File: src/rtl/imem_loader.sv
`default_nettype none
`timescale 1ns/1ps
// ============================================================================
// Module   : imem_loader
// Purpose  : boot loader packing a byte stream into IMEM words, then running
//            the CPU for MAX_CYCLES. Option: IMEM_LOADER_CHECKSUM_EN.
// Revision : 1.0
// ============================================================================
module imem_loader #(
  parameter int IMEM_DEPTH = 256,
  parameter int ADDR_W     = 8,
  parameter int MAX_CYCLES = 30,
  parameter int CNT_W      = 16
) (
  input  logic              clk_i,
  input  logic              rst_i,
  input  logic              load_valid_i,
  input  logic [7:0]        load_data_i,
  input  logic              load_last_i,
  output logic              load_ready_o,
  output logic              imem_we_o,
  output logic [ADDR_W-1:0] imem_addr_o,
  output logic [31:0]       imem_wdata_o,
  output logic              start_o,
  output logic              done_o,
  output logic              err_o,
  output logic [CNT_W-1:0]  cycle_cnt_o
`ifdef IMEM_LOADER_CHECKSUM_EN
  ,
  output logic [31:0]       checksum_o
`endif
);

  localparam int              PTR_W      = ADDR_W + 1;
  localparam logic [PTR_W-1:0] C_DEPTH   = PTR_W'(IMEM_DEPTH);
  localparam logic [CNT_W-1:0] C_LAST_CYC = CNT_W'((MAX_CYCLES > 0) ? MAX_CYCLES - 1 : 0);
  localparam bit              C_BOUNDED  = (MAX_CYCLES != 0);

  localparam logic [2:0] C_ST_LOAD  = 3'd0;
  localparam logic [2:0] C_ST_PAD   = 3'd1;
  localparam logic [2:0] C_ST_FLUSH = 3'd2;
  localparam logic [2:0] C_ST_RUN   = 3'd3;
  localparam logic [2:0] C_ST_HALT  = 3'd4;

  logic [2:0]        state_q, state_d;
  logic [1:0]        byte_idx_q, byte_idx_d;
  logic [31:0]       asm_q, asm_d;
  logic [PTR_W-1:0]  ptr_q, ptr_d;
  logic              we_q, we_d;
  logic [ADDR_W-1:0] addr_q, addr_d;
  logic [31:0]       wdata_q, wdata_d;
  logic              err_q, err_d;
  logic [CNT_W-1:0]  cnt_q, cnt_d;
`ifdef IMEM_LOADER_CHECKSUM_EN
  logic [31:0]       csum_q, csum_d;
`endif

  logic [31:0]       w_word;
  logic              w_commit;
  logic [31:0]       w_commit_word;

  // Byte 0 clears the upper lanes, so a short final word is already zero-padded.
  always_comb begin
    w_word = (byte_idx_q == 2'd0) ? 32'h0 : asm_q;
    w_word[{byte_idx_q, 3'b000} +: 8] = load_data_i;
  end

  always_comb begin
    state_d       = state_q;
    byte_idx_d    = byte_idx_q;
    asm_d         = asm_q;
    ptr_d         = ptr_q;
    we_d          = 1'b0;
    addr_d        = addr_q;
    wdata_d       = wdata_q;
    err_d         = err_q;
    cnt_d         = cnt_q;
    w_commit      = 1'b0;
    w_commit_word = asm_q;
`ifdef IMEM_LOADER_CHECKSUM_EN
    csum_d        = csum_q;
`endif
    case (state_q)
      C_ST_LOAD: begin
        if (load_valid_i) begin
          asm_d      = w_word;
          byte_idx_d = byte_idx_q + 2'd1;
          if (byte_idx_q == 2'd3) begin
            w_commit      = 1'b1;
            w_commit_word = w_word;
          end
          if (load_last_i) begin
            byte_idx_d = 2'd0;
            state_d    = (byte_idx_q == 2'd3) ? C_ST_FLUSH : C_ST_PAD;
          end
        end
      end
      C_ST_PAD: begin
        w_commit = 1'b1;
        state_d  = C_ST_FLUSH;
      end
      C_ST_FLUSH: state_d = C_ST_RUN;
      C_ST_RUN: begin
        if (cnt_q != {CNT_W{1'b1}}) cnt_d = cnt_q + 1'b1;
        if (C_BOUNDED && (cnt_q == C_LAST_CYC)) state_d = C_ST_HALT;
      end
      C_ST_HALT: state_d = C_ST_HALT;
      default:   state_d = C_ST_LOAD;
    endcase

    // A full memory swallows further words and latches the overflow flag.
    if (w_commit) begin
      if (ptr_q == C_DEPTH) begin
        err_d = 1'b1;
      end else begin
        we_d    = 1'b1;
        addr_d  = ptr_q[ADDR_W-1:0];
        wdata_d = w_commit_word;
        ptr_d   = ptr_q + 1'b1;
`ifdef IMEM_LOADER_CHECKSUM_EN
        csum_d  = csum_q + w_commit_word;
`endif
      end
    end
  end

  always_ff @(posedge clk_i or negedge rst_i) begin
    if (!rst_i) begin
      state_q    <= C_ST_LOAD;
      byte_idx_q <= 2'd0;
      asm_q      <= 32'h0;
      ptr_q      <= '0;
      we_q       <= 1'b0;
      addr_q     <= '0;
      wdata_q    <= 32'h0;
      err_q      <= 1'b0;
      cnt_q      <= '0;
`ifdef IMEM_LOADER_CHECKSUM_EN
      csum_q     <= 32'h0;
`endif
    end else begin
      state_q    <= state_d;
      byte_idx_q <= byte_idx_d;
      asm_q      <= asm_d;
      ptr_q      <= ptr_d;
      we_q       <= we_d;
      addr_q     <= addr_d;
      wdata_q    <= wdata_d;
      err_q      <= err_d;
      cnt_q      <= cnt_d;
`ifdef IMEM_LOADER_CHECKSUM_EN
      csum_q     <= csum_d;
`endif
    end
  end

  assign load_ready_o = (state_q == C_ST_LOAD);
  assign imem_we_o    = we_q;
  assign imem_addr_o  = addr_q;
  assign imem_wdata_o = wdata_q;
  assign start_o      = (state_q == C_ST_RUN);
  assign done_o       = (state_q == C_ST_HALT);
  assign err_o        = err_q;
  assign cycle_cnt_o  = cnt_q;
`ifdef IMEM_LOADER_CHECKSUM_EN
  assign checksum_o   = csum_q;
`endif

endmodule
`default_nettype wire

File: config.mk
export PLATFORM = sky130hd
export DESIGN_NAME = imem_loader
export DESIGN_NICKNAME = d
export VERILOG_FILES = /design/src/rtl/imem_loader.sv
export SDC_FILE = /design/constraint.sdc
export NUM_CORES = 1
export LEC_CHECK = 0
export CAP_MARGIN = 20
export CORE_MARGIN = 5
export CORE_UTILIZATION = 40
export DETAILED_ROUTE_END_ITERATION = 16
export HOLD_SLACK_MARGIN = 0.06
export PLACE_DENSITY_LB_ADDON = 0.08
export SLEW_MARGIN = 40
export SYNTH_ARGS = -nofsm -noshare
export SYNTH_HDL_FRONTEND = slang
export SYNTH_SLANG_ARGS = --single-unit
File: constraint.sdc
create_clock -name clk_i -period 4.3 [get_ports clk_i]
set_clock_uncertainty 0.05 [all_clocks]
set_input_delay 0.86 -clock clk_i [delete_from_list [all_inputs] [get_ports clk_i]]
set_output_delay 0.86 -clock clk_i [all_outputs]
set_load 0.01 [all_outputs]
==> out/results.env <==
FIRST_PASS_GRT_WIRE_LENGTH_MM=18.8
START_KIND='register'
SYNTH_SEQ_AREA_SHARE=0.556
DRT_FIRST_PASS_ITERS=5
FINALSETUPVIOLCOUNT=0
DRT_FIRST_ITER_VIOLATIONS=225
IRDROPWORSTVDD_mV=0.142
POST-ROUTE-CELL-AREA_UM2=5770
CTS_BUFFER_DEPTH=2
YS.FLOP_TYPE='sky130_fd_sc_hd__dfrtp_1'
LAYOUT-DRIVE-GT1-SHARE=0.0810
WORSTPATHMAXFANOUT=7
FP.DIEAREA_UM2=14000
GLOBAL_ROUTE.USAGE.MET2=0.242
GRT_START_MAX_NET_PINS=70
CELLLEAKAGEPOWER_uW=0.00247
CLOCK_TREE.HTREE_LEVEL_COUNT=3
BUSIEST_LAYER='met2'
DP_HPWL_MM=7.64
POST-SYNTH-TOP-AREA-CELL='sky130_fd_sc_hd__dfrtp_1'
HOLD_WS_NS=0.419
TOTALNEGATIVESETUPSLACK_NS=0
CRITICAL_PATH_CLASS='reg2out'
CTS_SETUP_BUFFERS=0
RSZ0062_AT_GRT='false'
POST_ROUTE_ANT_NETS=0
YOSYS-TOP-CELLS-COUNT='sky130_fd_sc_hd__dfrtp_1 (104), sky130_fd_sc_hd__nand2_1 (65), sky130_fd_sc_hd__o21ai_1 (37), sky130_fd_sc_hd__a22o_1 (32), sky130_fd_sc_hd__a22oi_1 (32)'
SYN_AREA_PER_CELL_UM2=11.0
CRIT_CHAIN='or3_4 -> inv_2 -> clkdlybuf4s50_1'
FLOORPLAN.IO_PINS=73
TIMING.FINAL.HOLD_VIOLATIONS=0
WORST_PATH_MAX_DELAY_CELL='sky130_fd_sc_hd__clkdlybuf4s50_1'
WORST_SETUP_PATH_END_KIND='output pin'
POST-ROUTE-DRC-COUNT=0
SYN_NETS=449
TIMING.MAX_SLEW.REL_SLACK=0.473
POST_DRT_VIA_CELL_RATIO=5.43
TRITONCTS_NUM_SINKS=104
MET3_USAGE=0.0387
NUM_ROWS=39
NETLIST_TOP_CELLS_AREA='sky130_fd_sc_hd__dfrtp_1 (56%), sky130_fd_sc_hd__a22o_1 (6.0%), sky130_fd_sc_hd__nand2_1 (5.2%), sky130_fd_sc_hd__a22oi_1 (5.1%), sky130_fd_sc_hd__o21ai_1 (4.0%)'
SYNTH_EDF_COUNT=0
CLOCK_TREE.ROOT_CELL='sky130_fd_sc_hd__clkbuf_16'
DIE_HEIGHT_UM=118
CELLPOWERDENSITY_nW_PER_UM2=305
DESIGN_POWER_TOTAL_uW=1760
SYNTH_LARGEST_TYPE_AREA_FRACTION=0.556
SYNTH_CELLS=427
MIN_PERIOD_NS=2.87
MIN_PERIOD_OVER_PERIOD=0.668
NETLIST-CELL-TYPE-COUNT=51
POST_LAYOUT_NET_COUNT=513
STATUS='finished clean'
NUMBER_OF_ANTENNA_VIOLATIONS_AT_THE_FIRST_CHECK_IN_GLOBAL_ROUTING=0
IO_BUFFER_COUNT=72
HOLD_CLASS='reg2reg'
INITIAL_CORE_UTIL=0.408
CRITICAL_PATH.N_BUFFERS_INVERTERS=2
FINAL_COUNT_OF_PINS_VIOLATING_MAX_SLEW=0
DRT-WIRELENGTH-PER-CELL_UM=17.2
TIMING.MAX_CAP.VIOLATIONS=0
PLACEMENT.CELL_AREA_UM2=5510
CHIPWIDTH_UM=118
NUM-FILL-CELLS=1076
NUMCTSBUFFERS=9
CRIT_ARRIVAL_NS=1.96
TIMING.CRITICAL_PATH.MAX_DELAY_FAMILY='buffers and inverters'
MAPPED_AREA_UM2=4680
ROUTED_WIRELENGTH_MM=11.0
ROUTABILITYCONGESTION=0.845
R2R_SLACK_NS=1.81
WORSTMARGINPINSLEW_NS=0.789
CLK_LATENCY_NS=0.34
SYNTH_MOST_COMMON_CELL='sky130_fd_sc_hd__dfrtp_1'
HIGHEST_CLOCK_RATE_MHz=348
NUMBER_OF_ANTENNA_REPAIR_DIODES=0
YS_SEQ_ELEMENTS=104
CLKTRANSATPATHREGS_NS=0.07
OVERALL_GLOBAL_ROUTING_USAGE=0.163
TRITONCTS='built'
OVERFLOW=0
CRITICAL-PATH-MAX-STAGE-DELAY_NS=0.56
VIA_COUNT=3459
FP.COREAREA_UM2=11500
HOLD_BUFFERS=0
CTS.REPAIR.RESIZED=0
USE_MET1=0.238
CP_DATA_REQUIRED_TIME_NS=3.39
GRT_PASS1_VIAS=3575
ASYNC_SR_FLOP_FRACTION=1.00
SYNTH-WARNING-COUNT=0
AREA.GROWTH.SYNTH_TO_FINAL_PCT=23.3
## stage by stage
stage / setup WS [ns] / cells / util
after global placement: 1.24 / 623 / 0.480
after global routing: 1.29 / 637 / 0.503
after detailed placement: 1.18 / 623 / 0.481
after floorplan: 2.15 / 427 / -
after CTS: 1.41 / 637 / 0.503
final: 1.43 / 637 / 0.503
## path summary, 6_finish.rpt
path,from,end,cells past startpoint
min,ptr_q[8],ptr_q[8],1
max in group asynchronous,rst_i,imem_wdata_o[23],2
min reg2reg,ptr_q[8],ptr_q[8],1
max reg2reg,byte_idx_q[0],imem_wdata_o[16],6
max,state_q[0],load_ready_o,3
min in group asynchronous,rst_i,cycle_cnt_o[8],1
## cells by family (layout without fill, tap and decap cells)
logic type	after synthesis	in the layout	share of synthesized area
xor+xnor	18	18	0.0337
simple gates	132	132	0.152
mux	3	3	0.00668
fa+ha+maj	10	10	0.0267
flops	104	104	0.556
buf+inv	30	97	0.0265
compound gates	130	130	0.199
## state kept, by name, indices dropped and copies added, names as in the netlist
name / flops
asm_q: 32
imem_wdata_o: 32
cycle_cnt_o: 16
ptr_q: 9
imem_addr_o: 8
state_q: 3
byte_idx_q: 2
err_o: 1
imem_we_o: 1
## where the power goes
group / total [uW] / switching [uW] / internal, uW
sequential: 978 / 0 / 978
clock: 738 / 351 / 387
combinational: 45.7 / 34.3 / 11.5
## area by class of cell
cell class / count / area [um2] / share of cell area
Clock buffer: 11 / 233 / 0.0403
Clock inverter: 3 / 21.3 / 0.00368
Tap cell: 143 / 179 / 0.0310
Timing Repair Buffer: 75 / 744 / 0.129
Inverter: 8 / 30.0 / 0.00520
Multi-Input combinational cell: 293 / 1960 / 0.340
Sequential cell: 104 / 2600 / 0.451
## cells in the final DEF (no fill, tap or decap), types with 4 or more instances in the layout
| cell type | count |
|---|---|
| sky130_fd_sc_hd__nand3_1 | 12 |
| sky130_fd_sc_hd__a22oi_1 | 32 |
| sky130_fd_sc_hd__ha_1 | 10 |
| sky130_fd_sc_hd__dfrtp_1 | 104 |
| sky130_fd_sc_hd__clkbuf_16 | 9 |
| sky130_fd_sc_hd__clkdlybuf4s50_1 | 71 |
| sky130_fd_sc_hd__nand4_1 | 6 |
| sky130_fd_sc_hd__inv_1 | 5 |
| sky130_fd_sc_hd__a21oi_1 | 7 |
| sky130_fd_sc_hd__o21ai_1 | 37 |
| sky130_fd_sc_hd__nor3_2 | 5 |
| sky130_fd_sc_hd__nor2_1 | 9 |
| sky130_fd_sc_hd__o21ai_2 | 4 |
| sky130_fd_sc_hd__xnor2_1 | 7 |
| sky130_fd_sc_hd__xor2_1 | 11 |
| sky130_fd_sc_hd__nand2_1 | 65 |
| sky130_fd_sc_hd__a22o_1 | 32 |
## layer usage
metal	vias to the layer above	part of all wire
li1	1692	-
met1	1676	0.49
met2	84	0.45
met3	7	0.048
met4	0	0.0075
met5	-	0
(Power assumes the default switching activity.)
==> RTL edit 1, RTL diff (same flow settings) <==
Reset style: synchronous (`rst_i`), changed in one clocked block.
--- a/src/rtl/imem_loader.sv
+++ b/src/rtl/imem_loader.sv
@@ -124,7 +124,7 @@
     end
   end
 
-  always_ff @(posedge clk_i or negedge rst_i) begin
+  always_ff @(posedge clk_i) begin
     if (!rst_i) begin
       state_q    <= C_ST_LOAD;
       byte_idx_q <= 2'd0;
Check against the original RTL: differs if rst_i is asserted again (counterexample within 4 cycles, from zero or initial values and one cycle with rst_i low); with rst_i held inactive, the same outputs for 10 cycles.
==> RTL edit 1 against the original RTL <==
Cell area decreased by 0.28%; area after synthesis decreased by 1.0%; setup slack got worse by 0.23 ns; sequential cell count unchanged; wire length increased by 15%; first-iteration DRC count increased by 55%; via count increased by 23%; highest routed layer unchanged.
Power is not compared: it rests on default switching activity, and its combinational part moved more than twofold at a synthesized area within 25%.
==> RTL edit 1: results (changes against the original RTL) <==
| Metric | Value |
|---|---|
| Routed len/inst | 16.98 um (-1.5%) |
| Hold path start | imem_wdata_o[21] |
| Largest net degree at the start of global routing | 42 (-40%) |
| CP max stage delay | 0.60 ns (+0.04 ns) |
| FF-to-FF setup slack | 1.64 ns (-0.17 ns) |
| Layout fillers | 1098 (+2.0%) |
| Status | finished clean |
| Met3 usage | 4.805% (+0.94 points) |
| Grt met2 use | 30.87% (+6.6 points) |
| Critical path peak fanout | 18 (+11) |
| Post-synth top cells | dfxtp_1 (104), nor2_1 (65), a21oi_1 (57) |
| Pre-CTS setup slack | 1.005 ns (-0.1720 ns) |
| GPL Wtd Cong | 0.8342 (-1.3%) |
| Worst EP arrival | 2.19 ns (+0.23 ns) |
| Area occupied by multi-input gates | 2394 um^2 (+22%) |
| All-Layer GR Usage | 18.33% (+2.1 points) |
| Share of cells above drive strength 1 | 6.010% (-2.1 points) |
| Post-Place Cells | 726 (+17%) |
| Post-DR vias/cell | 5.756 (+6.0%) |
| Top cells by area, synth | dfxtp_1 (45%), a21oi_1 (6.2%), nor2_1 (5.3%) |
| Worst hold slack | 0.4039 ns (-0.01553 ns) |
| Clock-cell share | 5.173% (+0.77 points) |
| Worst r2r path cells | 5 (-1) |
| Mapped Avg Cell Area | 8.596 um^2 (-22%) |
| Distinct cells, synth | 61 (+20%) |
| Prevailing post-synth register cell | dfxtp_1 |
| Bufs w/o clock | 76 (+1.3%) |
| Initial DRT Pass Iterations | 7 (+2) |
| Worst R2R End | imem_wdata_o[7] |
| Final non-filler cell total | 742 (+16%) |
| Seq/Total Area, Yosys | 44.94% (-11 points) |
| Net Count, Synth | 560 (+25%) |
| Wl on met1 | 5713 um (+5.1%) |
| Multi-input gates | 392 (+34%) |
| Hpwl dp | 8411 um (+10%) |
| Met3 Routed Length | 543 um (+2.8%) |
| RR Startpoint | byte_idx_q[0] |
| Fraction of area in registers | 36.17% (-8.9 points) |
| Nets | 615 (+20%) |
| Vias in the first global route | 4196 (+17%) |
-- RTL edit 1: cell count changes after synthesis, sizes merged, moves of 8 or more --
cell | before | now
a221oi | 0 | 16
dfxtp | 0 | 104
a22o | 32 | 0
o21ai | 41 | 31
a21oi | 7 | 57
a32oi | 0 | 9
nand2 | 66 | 56
xor2 | 11 | 2
a22oi | 32 | 24
dfrtp | 104 | 0
clkbuf | 6 | 23
nor2 | 12 | 67
nand2b | 0 | 8
-- RTL edit 1: how the worst min path moves through the flow --
stage | endpoint | cells after the start
CTS | imem_wdata_o[21] | 2
detailed placement | imem_addr_o[3] | 2
global placement | asm_q[28] | 2
finish | imem_wdata_o[21] | 2
global route | imem_addr_o[3] | 2
floorplan | asm_q[25] | 2
-- RTL edit 1: logic make-up after synthesis --
group | synth area share (%)
AO/OA/AOI/OAI | 24.41
XOR/XNOR | 0.5672
adder cells (fa/ha/maj) | 2.431
buffers and inverters | 3.861
flip-flops | 44.94
multiplexers | 1.728
AND/OR/NAND/NOR | 22.06
==> RTL edit 2, RTL diff (same settings) <==
Without the edit above. Set the parameter `CNT_W` to 24 (it was 16).
--- a/src/rtl/imem_loader.sv
+++ b/src/rtl/imem_loader.sv
@@ -10,7 +10,7 @@
   parameter int IMEM_DEPTH = 256,
   parameter int ADDR_W     = 8,
   parameter int MAX_CYCLES = 30,
-  parameter int CNT_W      = 16
+  parameter int CNT_W      = 24
 ) (
   input  logic              clk_i,
   input  logic              rst_i,
Interface: changed (resized cycle_cnt_o); port bits go from 73 to 81. No check against the original RTL was run, so the function may have changed too.
==> RTL edit 2 against the original RTL <==
Die area grew 9.3%; first-iteration DRC count increased by 16%; non-clock buffer count increased by 9; setup slack better by 0.047 ns; area after synthesis is 10% higher; cell count rose by 15%; global-route usage up 1.0 points; wire length increased by 13%; core utilization is 0.62 points higher; largest cell class unchanged; sequential cell count increased by 8; cell area increased by 11%; critical path type is now register to register; total power up 14%.
==> RTL edit 2: results (changes against the original RTL) <==
| Metric | Value |
|---|---|
| Initial antenna violation count | 0 (unchanged) |
| Critical path peak fanout | 65 (+58) |
| Routed via count | 3965 (+15%) |
| Pre-CTS setup slack | 1.153 ns (-0.02452 ns) |
| Clock Tree Root | clkbuf_16 |
| All-Layer GR Usage | 17.28% (+1.0 points) |
| Yosys warns | 0 (unchanged) |
| Status | finished clean |
| RR Startpoint | byte_idx_q[0] |
| Hold Crit Class | input pin to async pin |
| Share of cells above drive strength 1 | 7.487% (-0.61 points) |
| FF-to-FF setup slack | 1.48 ns (-0.33 ns) |
| Nets | 578 (+13%) |
| Initial DRT Pass Iterations | 4 (-1) |
| Hpwl dp | 8483 um (+11%) |
| DR WL met2 | 5379 um (+8.8%) |
| CP max stage delay | 0.71 ns (+0.15 ns) |
| First-pass GRT wire length | 20780 um (+10%) |
| Post-CTS setup buffer count | 0 (unchanged) |
| P_clk | 904 uW (+22%) |
| Routed len/inst | 16.90 um (-2.0%) |
| Crit-path leading delay family | simple AND/OR/NAND/NOR gates |
| Largest net degree at the start of global routing | 66 (-5.7%) |
| Cell Int Power | 1.589 mW (+15%) |
| Cts bufs inserted | 9 (unchanged) |
| Slowest stage cell, crit path | ha_1 |
| H-tree levels | 3 (unchanged) |
| Met3 Routed Length | 530 um (+0.38%) |
| Top cells by area, synth | dfrtp_1 (54%), nand2_1 (5.3%), a22oi_1 (4.4%) |
| Net Count, Synth | 510 (+14%) |
| Synth async-reset ratio | 100.0% (unchanged) |
| Distinct cells, synth | 50 (-2.0%) |
| Reg clk slew, reported paths | 0.07 ns (about the same) |
| Wl on met1 | 6322 um (+16%) |
| Post-synth top cells | dfrtp_1 (112), nand2_1 (73), o21ai_0 (41) |
| GPL Wtd Cong | 0.8541 (+1.1%) |
| Worst EP arrival | 3.05 ns (+1.09 ns) |
| Port bufs | 80 (+11%) |
| Flip-flop and latch power | 1.05 mW (+7%) |
| Uppermost layer routed | met4 |
| Max clock buf depth | 2 (unchanged) |
| Yosys top cell by area | dfrtp_1 |
| Seq/Total Area, Yosys | 54.30% (-1.3 points) |
| Vias in the first global route | 3936 (+10%) |
| Worst-Margin Slew | 0.7889 ns (-0.0002412 ns) |
| Worst R2R End | ptr_q[5] |
| Post-CTS Resized | 0 (unchanged) |
| Clock Latency Late Sink | 0.35 ns |
| Peak supply drop | 0.1508 mV (+6.2%) |
| Pleak | 2.715 nW (+9.9%) |
| Worst r2r path cells | 7 (+1) |
| DR iter-0 viols | 261 (+16%) |
| Post-DP Area | 6105 um^2 (+11%) |
[RTL edit 2: worst max path at each step]
stage,start,depth (start not counted),slack [ns],end
2_1_floorplan,byte_idx_q[0],6,2.33,asm_q[10]
5_1_grt,byte_idx_q[0],7,1.22,ptr_q[5]
4_1_cts,byte_idx_q[0],7,1.47,ptr_q[5]
3_5_place_dp,load_valid_i,7,1.15,ptr_q[5]
6_report,byte_idx_q[0],7,1.48,ptr_q[5]
3_3_place_gp,load_valid_i,7,1.22,ptr_q[5]
[RTL edit 2: cell type report]
type	count	area, um^2
clock buffer	10	239.0
clock inverter	5	81.33
fill	1184	6188
inverter	13	48.80
multi-input combinational	337	2203
sequential	112	2803
tap	172	215.2
timing repair buffer	84	840.8
[RTL edit 2: per-layer routing]
| layer | GRT usage, % | up-vias |
|---|---|---|
| li1 | - | 1902 |
| met4 | 5.882 | 0 |
| met2 | 25.01 | 110 |
| met3 | 2.679 | 18 |
| met5 | 0 | - |
| met1 | 26.34 | 1935 |
[RTL edit 2: cell families after synthesis]
family / after synthesis / share of synthesized area, %
and+or+nand+nor: 170 / 18.06
AOI/OAI and AO/OA: 128 / 17.21
DFF: 112 / 54.30
buffers and inverters: 40 / 3.127
xor gates and xnor gates: 29 / 4.921
adders and majority gates: 9 / 2.182
muxes: 1 / 0.1939
[RTL edit 2: stage by stage]
step | hold WS (ns) | power, mW | instances
floorplan | 0.3842 | 1.082 | 489
global placement | 0.4091 | 1.122 | 717
detailed placement | 0.4022 | 1.124 | 718
CTS | 0.3842 | 2.024 | 733
global route | 0.4011 | 2.067 | 733
finish | 0.3743 | 2.005 | 733
